$ cat src/rtl/page_choose_ctrl_pkg.sv
// Shared constants for the game-start menu: difficulty codes, FSM encoding,
// button lane indices and the option register layout.
package page_choose_ctrl_pkg;

    localparam logic [1:0] HARD_EASY   = 2'd0;
    localparam logic [1:0] HARD_NORMAL = 2'd1;
    localparam logic [1:0] HARD_HARD   = 2'd2;

    localparam int NUM_BTN   = 5;
    localparam int BTN_ENTER = 0;
    localparam int BTN_UP    = 1;
    localparam int BTN_DOWN  = 2;
    localparam int BTN_LEFT  = 3;
    localparam int BTN_RIGHT = 4;

    typedef enum logic [1:0] {
        ST_SEL = 2'd0,
        ST_REQ = 2'd1,
        ST_RUN = 2'd2
    } state_t;

    // Menu selections shown by the page renderer and latched for the game core.
    typedef struct packed {
        logic       up;     // 0 = difficulty row, 1 = speed row
        logic [1:0] hard;
        logic       speed;
    } opt_t;

    // Cyclic difficulty step over the three legal codes; fwd=1 is "right".
    function automatic logic [1:0] hard_step(input logic [1:0] h, input logic fwd);
        logic [1:0] r;
        case (h)
            HARD_EASY:   r = fwd ? HARD_NORMAL : HARD_HARD;
            HARD_NORMAL: r = fwd ? HARD_HARD   : HARD_EASY;
            HARD_HARD:   r = fwd ? HARD_EASY   : HARD_NORMAL;
            default:     r = HARD_EASY;
        endcase
        return r;
    endfunction

endpackage

$ cat src/rtl/page_choose_ctrl_btn_debounce.sv
// One push-button lane: 2-FF synchroniser, stability counter, and a
// registered one-cycle pulse on the debounced rising edge.
module btn_debounce #(
    parameter int DEB_CNT = 50000
) (
    input  logic clk_25MHz,
    input  logic rst,
    input  logic btn_raw,
    output logic press
);

    localparam logic [15:0] CNT_LAST = 16'(DEB_CNT - 1);

    logic [1:0]  sync_q;
    logic        deb_q;
    logic [15:0] cnt_q;

    // bring the raw level into the clock domain
    always_ff @(posedge clk_25MHz or negedge rst) begin
        if (!rst) sync_q <= '0;
        else      sync_q <= {sync_q[0], btn_raw};
    end

    // accept a new level only after DEB_CNT consecutive differing samples;
    // press fires only for the 0->1 flip, so releases are silent
    always_ff @(posedge clk_25MHz or negedge rst) begin
        if (!rst) begin
            cnt_q <= '0;
            deb_q <= 1'b0;
            press <= 1'b0;
        end else begin
            press <= 1'b0;
            if (sync_q[1] == deb_q) begin
                cnt_q <= '0;
            end else if (cnt_q == CNT_LAST) begin
                cnt_q <= '0;
                deb_q <= sync_q[1];
                press <= sync_q[1];
            end else begin
                cnt_q <= cnt_q + 16'd1;
            end
        end
    end

endmodule

$ cat src/rtl/page_choose_ctrl.sv
// Start-menu controller: debounces five buttons, walks the cursor and option
// registers while the menu is open, and hands the configuration to the game
// core with a start_req/start_ack handshake.
module page_choose_ctrl
    import page_choose_ctrl_pkg::*;
#(
    parameter int DEB_CNT = 50000
) (
    input  logic       clk_25MHz,
    input  logic       rst,
    input  logic       btn_up,
    input  logic       btn_down,
    input  logic       btn_left,
    input  logic       btn_right,
    input  logic       btn_enter,
    input  logic       start_ack,
    input  logic       menu_return,
    output logic       up,
    output logic [1:0] hard,
    output logic       speed,
    output logic       start_req,
    output logic       menu_active
);

    logic [NUM_BTN-1:0] btn_raw;
    logic [NUM_BTN-1:0] press;

    state_t state_q, state_n;
    opt_t   opt_q, opt_n;

    assign btn_raw[BTN_ENTER] = btn_enter;
    assign btn_raw[BTN_UP]    = btn_up;
    assign btn_raw[BTN_DOWN]  = btn_down;
    assign btn_raw[BTN_LEFT]  = btn_left;
    assign btn_raw[BTN_RIGHT] = btn_right;

    for (genvar i = 0; i < NUM_BTN; i++) begin : g_btn
        btn_debounce #(.DEB_CNT(DEB_CNT)) u_deb (
            .clk_25MHz (clk_25MHz),
            .rst       (rst),
            .btn_raw   (btn_raw[i]),
            .press     (press[i])
        );
    end

    // next state and options; at most one event is used per cycle in SEL,
    // and anything arriving in REQ/RUN is simply dropped
    always_comb begin
        state_n = state_q;
        opt_n   = opt_q;
        case (state_q)
            ST_SEL: begin
                if (press[BTN_ENTER]) begin
                    state_n = ST_REQ;
                end else if (press[BTN_UP]) begin
                    opt_n.up = 1'b0;
                end else if (press[BTN_DOWN]) begin
                    opt_n.up = 1'b1;
                end else if (press[BTN_LEFT]) begin
                    if (opt_q.up) opt_n.speed = ~opt_q.speed;
                    else          opt_n.hard  = hard_step(opt_q.hard, 1'b0);
                end else if (press[BTN_RIGHT]) begin
                    if (opt_q.up) opt_n.speed = ~opt_q.speed;
                    else          opt_n.hard  = hard_step(opt_q.hard, 1'b1);
                end
            end
            ST_REQ: begin
                if (start_ack) state_n = ST_RUN;
            end
            ST_RUN: begin
                if (menu_return) begin
                    state_n  = ST_SEL;
                    opt_n.up = 1'b0;
                end
            end
            default: state_n = ST_SEL;
        endcase
    end

    // state, options and handshake flags are all flops so outputs never
    // see a combinational path from the inputs
    always_ff @(posedge clk_25MHz or negedge rst) begin
        if (!rst) begin
            state_q     <= ST_SEL;
            opt_q       <= '{up: 1'b0, hard: HARD_EASY, speed: 1'b0};
            start_req   <= 1'b0;
            menu_active <= 1'b1;
        end else begin
            state_q     <= state_n;
            opt_q       <= opt_n;
            start_req   <= (state_n == ST_REQ);
            menu_active <= (state_n == ST_SEL);
        end
    end

    assign up    = opt_q.up;
    assign hard  = opt_q.hard;
    assign speed = opt_q.speed;

endmodule

$ cat config.mk
export PLATFORM = sky130hd
export DESIGN_NAME = page_choose_ctrl
export DESIGN_NICKNAME = d
export VERILOG_FILES = /design/src/rtl/page_choose_ctrl_pkg.sv /design/src/rtl/page_choose_ctrl_btn_debounce.sv /design/src/rtl/page_choose_ctrl.sv
export SDC_FILE = /design/constraint.sdc
export NUM_CORES = 1
export LEC_CHECK = 0
export ABC_AREA = 1
export ABC_CLOCK_PERIOD_IN_PS = 3300
export BUFFER_PORTS_ARGS = -buffer_cell sky130_fd_sc_hd__buf_2
export CAP_MARGIN = 10
export CELL_PAD_IN_SITES_DETAIL_PLACEMENT = 1
export CELL_PAD_IN_SITES_GLOBAL_PLACEMENT = 2
export CORE_ASPECT_RATIO = 1.2
export CORE_UTILIZATION = 25
export CTS_CLUSTER_SIZE = 30
export DETAILED_ROUTE_END_ITERATION = 8
export PLACE_DENSITY_LB_ADDON = 0.2
export SLEW_MARGIN = 20
export SYNTH_ARGS = -nofsm -noshare
export SYNTH_HDL_FRONTEND = slang
export SYNTH_SLANG_ARGS = --single-unit
$ cat constraint.sdc
create_clock -name clk_25MHz -period 3.3 [get_ports clk_25MHz]
set_input_delay 0.33 -clock clk_25MHz [delete_from_list [all_inputs] [get_ports clk_25MHz]]
set_output_delay 0.33 -clock clk_25MHz [all_outputs]
set_load 0.01 [all_outputs]
# Word level (Yosys, flattened, before mapping)
# Index checks and enable logic that the tools add are counted.
# word_totals
latch_bits	0
n_memories	0
word_cells	111
mem_bits_rw	0
romBits	0
ff_bits	108
inputBits	9
out_inout_bits	6
# classes
reduce_logical	13
addsub	5
n_eq_ne	20
div_mod_pow	0
shifts	0
order_cmp	0
n_bitwise	9
multipliers	0
n_mux	38
# ops
operator	n
16-bit two-way mux	10
16-bit by 1-bit adder with 16-bit output (second input constant)	5
16-bit == test (second input constant)	5
1-bit two-way mux	14
3-bit two-way mux	4
2-bit two-way mux	5
2-bit AND reduction	5
1-bit inverter	9
2-bit inequality test (second input constant)	4
2-bit case mux with 2 select lines	2
7-bit AND reduction	1
2-bit by 1-bit == test with 1-bit output (second input constant)	3
2-bit logical NOT	3
2-bit case mux with 3 select lines	1
1-bit == test	5
5-bit AND reduction	1
2-bit == test (second input constant)	2
4-bit two-way mux	1
4-bit AND reduction	1
2-bit nonzero test	2
3-bit by 1-bit inequality test with 1-bit output (second input constant)	1
1-bit case mux with 2 select lines	1

# Depth between registers and ports, before layout
# logic_depth
ltp_word	9
ltp_mapped	8
mapped_depth_nobuf	8

# Modules after synthesis
# A second synthesis with hierarchy kept.
# hier_totals
cells_unflattened	683
hier_area_um2	5730.5
# by_module_without_submodules
mod	cells_per_inst	instances	area_per_inst_um2	seq_area_each_um2
btn_debounce	124	5	1049.8	500.5
page_choose_ctrl	63	1	481.7	201.4

# Least setup slack after synthesis
# No wires, ideal clock.
# synth_timing
path_kind	register -> register
startpoint	register g_btn[2].u_deb.cnt_q[0]
endpoint	register g_btn[2].u_deb.cnt_q[8]
path_stages_with_launch	7
path_buffers	0
t_required_ns	3.180
setup_ns	0.120
arrival_ns	1.158
synth_period_minus_slack_ns	1.278
setup_slack_ns	2.022
cell_sequence	dfrtp_1 > ha_1 > nand3_4 > nor2_2 > nand2_2 > nand2_2 > nor2_1
# synth_between
elab_chain_cells	3
word_cells_on_any_way	4
cone_classes	add/sub (1); eq/ne (1); mux (2)
# synth_rtl
element	line	rtl
from (decl)	page_choose_ctrl_btn_debounce.sv:16	logic [15:0] cnt_q;
from (signal assigned)	page_choose_ctrl_btn_debounce.sv:40	cnt_q <= cnt_q + 16'd1;
16-bit by 1-bit adder with 16-bit output / 16-bit == test (equally long branches)	page_choose_ctrl_btn_debounce.sv:40, page_choose_ctrl_btn_debounce.sv:35	
16-bit two-way mux *	page_choose_ctrl_btn_debounce.sv:35	end else if (cnt_q == CNT_LAST) begin
16-bit two-way mux *	page_choose_ctrl_btn_debounce.sv:33	if (sync_q[1] == deb_q) begin
# Every way passes the cells marked *; elsewhere a longest branch is shown, timed or not.
# A chain may end at the register's enable or synchronous reset.

# Final worst setup path
# layout_timing
startpoint	register g_btn[3].u_deb.cnt_q[0]
endpoint	register g_btn[3].u_deb.cnt_q[0]
# layout_between
elab_chain_cells	3
word_cells_on_any_way	4
cone_classes	add/sub (1); eq/ne (1); mux (2)
# layout_rtl
element	line
from (decl)	page_choose_ctrl_btn_debounce.sv:16
from (signal assigned)	page_choose_ctrl_btn_debounce.sv:40
16-bit by 1-bit adder with 16-bit output / 16-bit == test (equally long branches)	page_choose_ctrl_btn_debounce.sv:40, page_choose_ctrl_btn_debounce.sv:35
16-bit two-way mux *	page_choose_ctrl_btn_debounce.sv:35
16-bit two-way mux *	page_choose_ctrl_btn_debounce.sv:33
# Marked as above.

==> metrics.txt <==
# TYPE chip_impl_metric gauge
chip_impl_metric{name="cts_post_setup_buffers_inserted",unit=""} 0
chip_impl_metric{name="ir_worst_vdd",unit="V"} 0.000229
chip_impl_metric{name="drt_iter0_drc",unit=""} 116
chip_impl_metric{name="first_global_vias",unit=""} 5068
chip_impl_metric{name="worst_ep_required_time",unit="ns"} 3.58
chip_impl_metric{name="fp.dieArea",unit="sq um"} 23100
chip_impl_metric{name="wire_length_of_the_first_global_routing_pass",unit="um"} 25400
chip_impl_metric{name="post_cts_resized",unit=""} 0
chip_impl_metric{name="cts-root-to-sink-buffers",unit=""} 2
chip_impl_metric{name="tightestPinTransition",unit="ns"} 0.675
chip_impl_metric{name="dp_hpwl",unit="um"} 11100
chip_impl_metric{name="drt_pass1_iterations",unit=""} 4
chip_impl_metric{name="grt_antenna_before_repair",unit=""} 0
chip_impl_metric{name="grt.met1_usage",unit="%"} 16.6
chip_impl_metric{name="totalPowerFinal",unit="mW"} 2.68
chip_impl_metric{name="port-buffer-count",unit=""} 14
chip_impl_metric{name="core",unit="sq um"} 21900
chip_impl_metric{name="finalSetupTns",unit="ns"} 0
chip_impl_metric{name="total_drc_errors_in_the_routed_layout",unit=""} 0
chip_impl_metric{name="via_per_inst",unit=""} 4.45
chip_impl_metric{name="chipHeight",unit="um"} 166
chip_impl_metric{name="num_cts_buffers",unit=""} 9
chip_impl_info{name="violations",value="hold timing"} 1
chip_impl_metric{name="hold_slack_final",unit="ns"} -0.00595
chip_impl_info{name="layout_common_cells",value="sky130_fd_sc_hd__nor2_1, sky130_fd_sc_hd__nand2_1, sky130_fd_sc_hd__dfrtp_1"} 1
chip_impl_metric{name="drive_gt1_share",unit="%"} 9.07
chip_impl_metric{name="wirelength",unit="um"} 14300
chip_impl_info{name="critPathKind",value="reg -> reg"} 1
chip_impl_info{name="worst_setup_path_startpoint",value="g_btn[3].u_deb.cnt_q[0]"} 1
chip_impl_metric{name="floorplan.die.width",unit="um"} 139
chip_impl_metric{name="critical_path.max_fanout",unit=""} 7
chip_impl_metric{name="placementRows",unit=""} 59
chip_impl_metric{name="ctsHoldBuffers",unit=""} 0
chip_impl_metric{name="netlist_instances",unit=""} 719
chip_impl_metric{name="cts_max_level",unit=""} 3
chip_impl_metric{name="place_congestion",unit=""} 0.790
chip_impl_info{name="tritoncts_clock_tree",value="yes"} 1
chip_impl_metric{name="number_of_nets_in_the_layout",unit=""} 760
chip_impl_metric{name="avgRoutedWirePerCell",unit="um"} 14.0
chip_impl_metric{name="final.min_clock_period",unit="ns"} 1.50
chip_impl_info{name="clock-root-buffer",value="sky130_fd_sc_hd__clkbuf_16"} 1
chip_impl_metric{name="power-per-cell-area",unit="nW/um^2"} 420
chip_impl_info{name="worstReg2RegStart",value="g_btn[3].u_deb.cnt_q[0]"} 1
chip_impl_metric{name="post-place-cells",unit=""} 1009
chip_impl_metric{name="synth_sequential_area_ratio",unit="%"} 48.1
chip_impl_metric{name="groute.usage.overall",unit="%"} 13.7
chip_impl_metric{name="met2_usage",unit="%"} 24.9
chip_impl_info{name="kind_of_end_point_of_the_critical_path",value="flip-flop"} 1
chip_impl_metric{name="groute.layer.met3.usage",unit="%"} 2.34
chip_impl_metric{name="synthesis.yosys.warnings",unit=""} 0
chip_impl_metric{name="synthesis.nets",unit=""} 733
chip_impl_metric{name="tritoncts_num_sinks",unit=""} 108
chip_impl_metric{name="maxSlewViolCount",unit=""} 0
chip_impl_metric{name="design.portCount",unit=""} 15
chip_impl_info{name="grt_setup_unrepaired",value="false"} 1
chip_impl_metric{name="clkSlewWorstSetupHoldPaths",unit="ns"} 0.08
chip_impl_info{name="layout.cells.most_common",value="sky130_fd_sc_hd__nor2_1"} 1
chip_impl_metric{name="clk_latency",unit="ns"} 0.35
chip_impl_metric{name="final_critical_path_share_of_the_clock_period",unit="%"} 45.5
chip_impl_metric{name="areaGrowthSynthToFinish",unit="%"} 13.4
chip_impl_metric{name="max_clock_freq",unit="MHz"} 666
chip_impl_metric{name="antenna-diode-count",unit=""} 0
chip_impl_metric{name="grt_start_max_net_pins",unit=""} 50
chip_impl_metric{name="p_leak",unit="nW"} 2.94
chip_impl_metric{name="start_util",unit="%"} 25.7
chip_impl_metric{name="timing.clock.skew",unit="ns"} 0.0132
chip_impl_metric{name="synth_area",unit="sq um"} 5620
chip_impl_info{name="global_route.peak_usage_layer",value="met2"} 1
chip_impl_metric{name="postSynthAreaPerCell",unit="sq um"} 7.82
chip_impl_metric{name="slew_headroom",unit="%"} 55.0
chip_impl_metric{name="dr_total_vias",unit=""} 4558
chip_impl_info{name="result_of_the_run",value="finished with violations"} 1
chip_impl_metric{name="timing.critical_path.arrival",unit="ns"} 1.78
chip_impl_metric{name="synth.distinct_cells",unit=""} 29
chip_impl_metric{name="maxCapViolations",unit=""} 0
chip_impl_metric{name="final_hold_violations",unit=""} 2
chip_impl_metric{name="ys_ff_latch",unit=""} 108
chip_impl_info{name="hold_path.class",value="in -> async"} 1
chip_impl_metric{name="setup_viol",unit=""} 0
chip_impl_metric{name="final-instance-count-excl-fill",unit=""} 1024
chip_impl_info{name="crit_path_start_kind",value="flip-flop"} 1
chip_impl_metric{name="grt_overflow",unit=""} 0
chip_impl_metric{name="postRouteAntennaNets",unit=""} 0
[Yosys cell counts (all sizes together)]
library cell | instances | share of area (%)
a21o | 2 | 0.27
a21oi | 9 | 0.80
a31oi | 4 | 0.44
dfrtp | 107 | 48
dfstp | 1 | 0.47
ha | 5 | 1.1
inv | 86 | 5.7
nand2 | 157 | 11
nand3 | 69 | 7.0
nand3b | 1 | 0.13
nand4 | 13 | 1.4
nor2 | 186 | 13
nor3 | 14 | 1.7
nor3b | 1 | 0.22
o21ai | 15 | 1.3
o21bai | 7 | 0.93
o22ai | 2 | 0.22
xnor2 | 11 | 1.7
xor2 | 29 | 5.1
[final cells by class]
type                       instances  area (sq um)
clock inverter                     5          83.8
multi-input combinational        525          2600
inverter                          86           323
timing repair buffer              16          87.6
tap                              274           343
fill                            2665         15500
sequential                       108          2700
clock buffer                      10           239
[logic make-up after synthesis]
group,after synthesis,share of synthesized area [%]
xor+xnor,40,6.76
simple gates,441,34.3
buf+inv,86,5.74
flops,108,48.1
fa+ha+maj,5,1.11
compound gates,39,4.00
[per-stage QoR]
stage / area [sq um] / utilization (%) / worst slack [ns]
detailed placement: 6050 / 27.7 / 1.76
CTS: 6380 / 29.2 / 1.76
finish: 6380 / 29.2 / 1.80
global route: 6380 / 29.2 / 1.64
floorplan: 5620 / - / 2.02
global placement: 6050 / 27.7 / 1.83
[per-layer routing]
layer,vias up,share of wire [%]
met3,13,1.6
met2,21,51
met5,-,0
met4,0,1.2
li1,2305,-
met1,2219,46
[final timing paths]
| kind | end | slack, ns | cells past startpoint |
|---|---|---|---|
| worst max-delay path | g_btn[3].u_deb.cnt_q[0] | 1.80 | 6 |
| worst min-delay path | g_btn[3].u_deb.cnt_q[13] | -0.006 | 1 |
| worst max register to register | g_btn[3].u_deb.cnt_q[0] | 1.80 | 6 |
| worst min register to register | g_btn[1].u_deb.sync_q[1] | 0.35 | 0 |
| max in group asynchronous | g_btn[0].u_deb.cnt_q[14] | 2.39 | 2 |
| min in group clk_25MHz | g_btn[2].u_deb.sync_q[0] | 0.07 | 1 |
[flip-flops by register name (all words and copies together) (netlist names)]
| signal | flops |
|---|---|
| g_btn.u_deb.deb_q | 5 |
| menu_active | 1 |
| state_q | 2 |
| g_btn.u_deb.press | 5 |
| speed | 1 |
| g_btn.u_deb.cnt_q | 80 |
| start_req | 1 |
| hard | 2 |
| g_btn.u_deb.sync_q | 10 |
| up | 1 |
[report_power, final]
part	total (mW)	switching, mW	internal, mW
Sequential	1.37	0.0258	1.35
Clock	1.20	0.513	0.686
Combinational	0.104	0.0737	0.0307
Total	2.68	0.612	2.06
[worst max-delay path: stages, from the launching register on]
cell	delay (ns)
sky130_fd_sc_hd__dfrtp_1	0.41
sky130_fd_sc_hd__ha_1	0.23
sky130_fd_sc_hd__nand3_1	0.19
sky130_fd_sc_hd__nor2_1	0.08
sky130_fd_sc_hd__nand2_1	0.19
sky130_fd_sc_hd__nand2_2	0.17
sky130_fd_sc_hd__nor2_1	0.15
Note: power is estimated with default switching activity, not from simulation.
